**src/rtl/pipeline_par_check_pkg.sv**
```systemverilog
// Shared widths and parity sense for the receive-side check pipeline.
// Build option: define PIPE_PAR_ODD_EN to expect odd parity instead of even.
package pipeline_defs;

    localparam int OPC_W      = 3;
    localparam int FNC_W      = 8;
    localparam int DATA_W_DEF = 4;

`ifdef PIPE_PAR_ODD_EN
    localparam logic PAR_ODD = 1'b1;
`else
    localparam logic PAR_ODD = 1'b0;
`endif

    // red is the XOR of result and parity bit; a mismatch with the expected sense is an error
    function automatic logic par_mismatch(input logic red);
        return red != PAR_ODD;
    endfunction

endpackage

```
**src/rtl/pipeline_par_check_dec.sv**
```systemverilog
// 3-to-8 one-hot decoder, inverse of the opcode encoder upstream.
module pipeline_dec
    import pipeline_defs::*;
(
    input  logic [OPC_W-1:0] opcode_i,
    output logic [FNC_W-1:0] fncode_o
);

    always_comb begin
        fncode_o = FNC_W'(1) << opcode_i;
    end

endmodule

```
**src/rtl/pipeline_par_check.sv**
```systemverilog
// Two-stage valid/ready pipeline: decode opcode to one-hot, check parity, count errors.
// Parity sense follows PIPE_PAR_ODD_EN (odd when defined, even otherwise).
module pipeline_par_check
    import pipeline_defs::*;
#(
    parameter int DATA_W = DATA_W_DEF,
    parameter int ERR_W  = 8
) (
    input  logic              clk,
    input  logic              rst,
    input  logic              in_valid,
    output logic              in_ready,
    input  logic [OPC_W-1:0]  in_opcode,
    input  logic [DATA_W-1:0] in_result,
    input  logic              in_parity,
    output logic              out_valid,
    input  logic              out_ready,
    output logic [FNC_W-1:0]  out_fncode,
    output logic [DATA_W-1:0] out_result,
    output logic              out_par_err,
    input  logic              err_clr,
    output logic [ERR_W-1:0]  err_count,
    output logic              err_sticky
);

    logic              s1_valid_q;
    logic [OPC_W-1:0]  s1_opcode_q;
    logic [DATA_W-1:0] s1_result_q;
    logic              s1_parity_q;

    logic              out_valid_q;
    logic [FNC_W-1:0]  out_fncode_q;
    logic [DATA_W-1:0] out_result_q;
    logic              out_par_err_q;

    logic [ERR_W-1:0]  err_count_q, err_count_d;
    logic              err_sticky_q, err_sticky_d;

    logic              en1, en2, out_xfer, s1_par_err;
    logic [FNC_W-1:0]  s1_fncode;

    // A stage advances when it is empty or its successor is advancing
    assign en2      = !out_valid_q || out_ready;
    assign en1      = !s1_valid_q || en2;
    assign in_ready = en1 && !rst;
    assign out_xfer = out_valid_q && out_ready;

    pipeline_dec u_dec (
        .opcode_i (s1_opcode_q),
        .fncode_o (s1_fncode)
    );

    assign s1_par_err = par_mismatch(^{s1_result_q, s1_parity_q});

    always_ff @(posedge clk or posedge rst) begin
        if (rst) begin
            s1_valid_q  <= 1'b0;
            s1_opcode_q <= '0;
            s1_result_q <= '0;
            s1_parity_q <= 1'b0;
        end else if (en1) begin
            s1_valid_q <= in_valid;
            if (in_valid) begin
                s1_opcode_q <= in_opcode;
                s1_result_q <= in_result;
                s1_parity_q <= in_parity;
            end
        end
    end

    // Output payload only reloads with a real word, so it holds across bubbles
    always_ff @(posedge clk or posedge rst) begin
        if (rst) begin
            out_valid_q   <= 1'b0;
            out_fncode_q  <= '0;
            out_result_q  <= '0;
            out_par_err_q <= 1'b0;
        end else if (en2) begin
            out_valid_q <= s1_valid_q;
            if (s1_valid_q) begin
                out_fncode_q  <= s1_fncode;
                out_result_q  <= s1_result_q;
                out_par_err_q <= s1_par_err;
            end
        end
    end

    // Counting on the output transfer counts a stalled word exactly once; clear wins
    always_comb begin
        err_count_d  = err_count_q;
        err_sticky_d = err_sticky_q;
        if (err_clr) begin
            err_count_d  = '0;
            err_sticky_d = 1'b0;
        end else if (out_xfer && out_par_err_q) begin
            err_sticky_d = 1'b1;
            if (err_count_q != '1) begin
                err_count_d = err_count_q + ERR_W'(1);
            end
        end
    end

    always_ff @(posedge clk or posedge rst) begin
        if (rst) begin
            err_count_q  <= '0;
            err_sticky_q <= 1'b0;
        end else begin
            err_count_q  <= err_count_d;
            err_sticky_q <= err_sticky_d;
        end
    end

    assign out_valid   = out_valid_q;
    assign out_fncode  = out_fncode_q;
    assign out_result  = out_result_q;
    assign out_par_err = out_par_err_q;
    assign err_count   = err_count_q;
    assign err_sticky  = err_sticky_q;

endmodule

```
**config.mk**
```make
export PLATFORM = sky130hd
export DESIGN_NAME = pipeline_par_check
export DESIGN_NICKNAME = d
export VERILOG_FILES = /design/src/rtl/pipeline_par_check_pkg.sv /design/src/rtl/pipeline_par_check_dec.sv /design/src/rtl/pipeline_par_check.sv
export SDC_FILE = /design/constraint.sdc
export NUM_CORES = 1
export LEC_CHECK = 0
export CAP_MARGIN = 20
export CORE_UTILIZATION = 51
export DETAILED_ROUTE_END_ITERATION = 12
export HOLD_SLACK_MARGIN = 0.15
export MAX_ROUTING_LAYER = met4
export PLACE_DENSITY = 0.9
export SLEW_MARGIN = 15
export SYNTH_ARGS = -nofsm -noshare
export SYNTH_HDL_FRONTEND = slang
export SYNTH_SLANG_ARGS = --single-unit
```
**constraint.sdc**
```tcl
create_clock -name clk -period 4 [get_ports clk]
set_input_delay 0.8 -clock clk [delete_from_list [all_inputs] [get_ports clk]]
set_output_delay 0.8 -clock clk [all_outputs]
set_load 0.02 [all_outputs]
```
**Word level (Yosys, flattened, before mapping)**

Index checks and enable logic that the tools add are counted.

- Register bits after elaboration: 32
- Logic and storage cells: 32
- Output and inout bits: 24
- Input port bits: 13

- Muxes and demuxes: 5
- Add/sub/neg operators: 1
- Reduce and logical (&&, ||, !) cells: 14
- Equal/unequal tests: 1
- Shift-type cells: 1

Operators with widths:

| operator | number |
|---|---|
| 8-bit 2-to-1 mux | 3 |
| 8-bit by 1-bit adder with 8-bit output, second input constant | 1 |
| 8-bit inequality test, second input constant | 1 |
| 1-bit by 3-bit left shift with 8-bit output, first input constant | 1 |
| 2-bit AND reduction | 3 |
| 5-bit XOR reduction | 1 |
| 2-bit nonzero test | 2 |
| 1-bit logical AND | 3 |
| 1-bit logical NOT | 3 |
| 1-bit logical OR | 2 |
| 1-bit 2-to-1 mux | 2 |

**Depth between registers and ports, before layout**

- Word-level depth: 4
- Mapped depth: 5
- Depth with buffers taken out: 5

**Cells and area by module**

A second synthesis with hierarchy kept.

- Cell total of the unflattened synthesis: 117
- Area total of the unflattened synthesis: 1542.7 µm²

Modules (own cells, without submodules):

| module | cells each | instances | seq. area each (µm²) | area each (µm²) |
|---|---|---|---|---|
| pipeline_par_check | 109 | 1 | 800.8 | 1477.7 |
| pipeline_dec | 8 | 1 | 0.0 | 65.1 |

**Worst setup path after synthesis**

Ideal clock, no wire load.

- Path type: input -> output
- Start: input out_ready
- End: output in_ready
- Arrival: 1.370 ns
- Required time: 3.200 ns
- Path slack: 1.830 ns
- Stages: 2
- Buffers on the path: 0
- Path through: and2b_2 > a21oi_1

- Cells in the longest elaborated chain, start to end: 3

RTL lines:

| element | line | text |
|---|---|---|
| from (decl) | pipeline_par_check.sv:17 | `input logic out_ready,` |
| 1-bit logical OR | pipeline_par_check.sv:43 | `assign en2 = !out_valid_q \|\| out_ready;` |
| 1-bit logical OR | pipeline_par_check.sv:44 | `assign en1 = !s1_valid_q \|\| en2;` |
| 1-bit logical AND | pipeline_par_check.sv:45 | `assign in_ready = en1 && !rst;` |
| to (decl) | pipeline_par_check.sv:12 | `output logic in_ready,` |

No other way between the ends.

**Final worst setup path**

Ends and elaborated chain as after synthesis.

==> results <==
- Buffers inserted to repair hold after CTS numbered 0.
- The net count of the finished layout is about 180.
- The pin count of the biggest net entering global routing is 33.
- Clock skew on the completed layout was measured at around 7.8 ps.
- The fmax is around 0.32 GHz.
- The sequential standard cell area is 800.8 um^2.
- The synthesized area divided by synthesized cell count is 11.41 um^2.
- The via count of the first global-routing pass is 964.
- Dividing the final minimum period by the clock period gives 0.7747.
- The flow ran to the end, and the final reports show no timing, DRC or antenna violations.
- The placeable core region is 0.002545 mm^2.
- The initial core utilization is 0.5516.
- The post-synth design cell area is 0.001404 mm^2.
- The total CTS buffers is 5.
- STA classifies the critical path endpoint as an output port.
- STA classifies the critical path startpoint as a primary input.
- In this run, synthesis inferred 0 flip-flops with an integrated enable.
- Before CTS, the worst setup slack after placement is approximately 900 ps.
- The count of antenna-violating nets left after detailed routing is 0.
- The multi-input combinational cell area is 556.8 um^2.
- The worst setup path category is in2out.
- Setup violations remaining at the end of the flow were counted as 0.
- The required time of the critical path is between 3000 and 4000 ps.
- The number of register bits inferred by synthesis is 32.
- The clock period could shrink to 3099 ps.
- The start point of the worst min-delay path is out_fncode[0].
- The relative slew slack is 0.5492.
- The most used flip-flop cell after synthesis is sky130_fd_sc_hd__dfrtp_1.
- For this design the top-level I/O count stands at 37.
- The Yosys step of the flow raised 0 warnings.
- The part of the Yosys area used for sequential elements is 0.5704.
- Routability-driven placement finished with a final weighted congestion of roughly 0.83.
- The routed layout has 1,022 vias.
- For the worst setup path, the data arrival time is between 2000 and 2500 ps.
- The area growth from synthesis to layout is 32.09%.
- After routing, the total negative slack on setup checks comes to 0 ps.
- In the synthesized netlist, the number of instances is approximately 120.
- The static leakage is 0.8119 nW.
- The share of post-route cells with drive strength above 1 is 0.1472.
- Across every metal layer, demand over resource in global routing totals 0.2143.
- The async set or reset register ratio after synthesis is 1.000.
- Detailed placement finished with a half-perimeter wire length of 1932 um.
- The overall die area is slightly below 0.003 mm^2.
- VDD sags by at most 0.0004104 V.
- The total detailed-routing wirelength is roughly 2600 um.
- Clock-pin slew was measured on the worst setup and hold paths at 90 ps.
- The number of placement rows is 18.
- The final setup slack of the worst path is approximately 900 ps.
- Counting distinct cell types in the post-synthesis netlist gives 29.
- The number of endpoints with negative hold slack in the final report came to 0.
- The net count after synthesis is 137.
- The number of setup buffers added after CTS is 0.
- During placement, the flow inserted port buffers numbering 36.
- TritonCTS built the clock tree.
- The worst register-to-register path has a depth of 3.
- The post-cts resize count is 0.
- The register-to-register path setup slack is 2270 ps.
- The wire length per cell after detailed routing is between 10 and 15 um.
- In this run the horizontal extent of the chip is approximately 54 um.
- The clock root buffer is sky130_fd_sc_hd__clkbuf_4.
- The floorplan die height is about 54 um.
- The global-route wire length before repair is 4146 um.
- Setup repair after global routing left no endpoint under its margin.
- At the pin with the least slew margin, the transition time is 674.5 ps.
- The kind of path behind the tightest hold check is reg2reg.
- In this run the power density over the cells is 467.3 mW/mm^2.
- The initial antenna violation count is 0.
- The tool flagged a number of max-cap violations equal to 0.
- The final max-slew violation count is 0.
- The biggest fanout along the worst timing path is 3.
- The clock passes through at most 2 buffers.
- The number of antenna diodes in the final layout is 0.
- The number of iterations in the first detailed-routing pass is 4.
- The number of DRC violations after detailed routing is 0.
- Global routing finished with a remaining overflow of 0.
- The launch instance of the worst register-to-register path is out_valid.
- The critical path starts at out_ready.
- After detailed routing, the number of vias per cell comes to 5.295.
- The worst register-to-register path ends at out_result[3].
- For this block, the initial DRC count from the detailed router was 6.
- Counting the fill cells in the layout gives between 150 and 200.
- The clock reaches the later pin of the worst-skew pair after 330 ps.
- The clock drives 32 sinks.
- The worst-case hold slack is 486.8 ps.
- The number of H-tree levels is 2.
- The end point of the critical path is in_ready.
[state kept, by name, summed over array words and instances (netlist names)]
signal	cells
s1_result_q	4
out_result	4
s1_valid_q	1
out_valid	1
err_sticky	1
err_count	8
out_fncode	8
s1_opcode_q	3
s1_parity_q	1
out_par_err	1
[synthesized netlist by cell type (2+ instances only)]
master                     instances  area share
sky130_fd_sc_hd__dfrtp_1          32        0.57
sky130_fd_sc_hd__nand2_1          15       0.040
sky130_fd_sc_hd__mux2_2           12       0.096
sky130_fd_sc_hd__nor2_1            8       0.021
sky130_fd_sc_hd__nand3_1           6       0.021
sky130_fd_sc_hd__a21oi_1           4       0.014
sky130_fd_sc_hd__inv_1             4       0.011
sky130_fd_sc_hd__o21ai_0           4       0.014
sky130_fd_sc_hd__o41ai_1           4       0.025
sky130_fd_sc_hd__xor2_1            4       0.025
sky130_fd_sc_hd__and3_1            3       0.013
sky130_fd_sc_hd__mux2i_1           3       0.021
sky130_fd_sc_hd__xnor2_1           3       0.019
sky130_fd_sc_hd__buf_1             2      0.0053
sky130_fd_sc_hd__nand2b_1          2      0.0089
sky130_fd_sc_hd__nand4_1           2      0.0089
sky130_fd_sc_hd__o211ai_1          2       0.011
sky130_fd_sc_hd__o31ai_1           2       0.011
[worst min path at each step]
stage	to	slack (ps)	cells after the start
2_1_floorplan	out_valid	480	1
3_3_place_gp	out_fncode[2]	460	2
3_5_place_dp	out_fncode[0]	470	2
4_1_cts	out_fncode[0]	490	2
5_1_grt	out_fncode[1]	520	2
6_report	out_fncode[0]	490	2
[per-stage QoR]
step | utilization | cell area, um^2 | cells | power (mW)
4_1_cts | 0.7286 | 1854 | 193 | 0.8741
3_3_place_gp | 0.6986 | 1778 | 185 | 0.6291
3_5_place_dp | 0.6986 | 1778 | 185 | 0.6376
5_1_grt | 0.7286 | 1854 | 193 | 0.9119
6_report | 0.7286 | 1854 | 193 | 0.8664
2_1_floorplan | - | 1404 | 123 | 0.5408
[metal layers]
layer	GRT usage	routed length [um]
met5	-	0
met4	0.07692	34
met3	0.08333	136
met2	0.3496	1243
met1	0.2373	1140
[power by group]
group          internal (mW)  switching, mW
Combinational          0.115          0.109
Sequential             0.369         0.0366
Clock                  0.131          0.107
[cell families after synthesis]
logic type,Yosys count,synth area share
buffers and inverters,9,0.03297
adder cells (fa/ha/maj),1,0.008911
AND/OR/NAND/NOR,42,0.1453
AO/OA/AOI/OAI,17,0.08110
flip-flops,32,0.5704
XOR/XNOR,7,0.04367
multiplexers,15,0.1176
[cell usage in the layout, fill, tap and decap left out, drive strengths merged, types with 2 or more instances in the layout]
master | Yosys | layout
clkdlybuf4s50 | 0 | 36
dfrtp | 32 | 32
nand2 | 16 | 16
mux2 | 12 | 12
nor2 | 8 | 8
nand3 | 6 | 6
clkbuf | 0 | 6
o21ai | 5 | 5
inv | 4 | 4
o41ai | 4 | 4
a21oi | 4 | 4
xor2 | 4 | 4
and3 | 3 | 3
mux2i | 3 | 3
xnor2 | 3 | 3
o31ai | 2 | 2
nand2b | 2 | 2
nand4 | 2 | 2
o211ai | 2 | 2
[final cells by class]
| type | instances | area share |
|---|---|---|
| Sequential cell | 32 | 0.4318 |
| Clock buffer | 6 | 0.02227 |
| Clock inverter | 2 | 0.01889 |
| Tap cell | 30 | 0.02024 |
| Inverter | 4 | 0.008097 |
| Multi-Input combinational cell | 82 | 0.3003 |
| Timing Repair Buffer | 37 | 0.1984 |
[worst max-delay path, stage by stage]
cell,delay (ps)
sky130_fd_sc_hd__clkdlybuf4s50_1,490
sky130_fd_sc_hd__and2b_2,230
sky130_fd_sc_hd__a21oi_1,150
sky130_fd_sc_hd__clkdlybuf4s50_1,620
(Power assumes the default switching activity.)
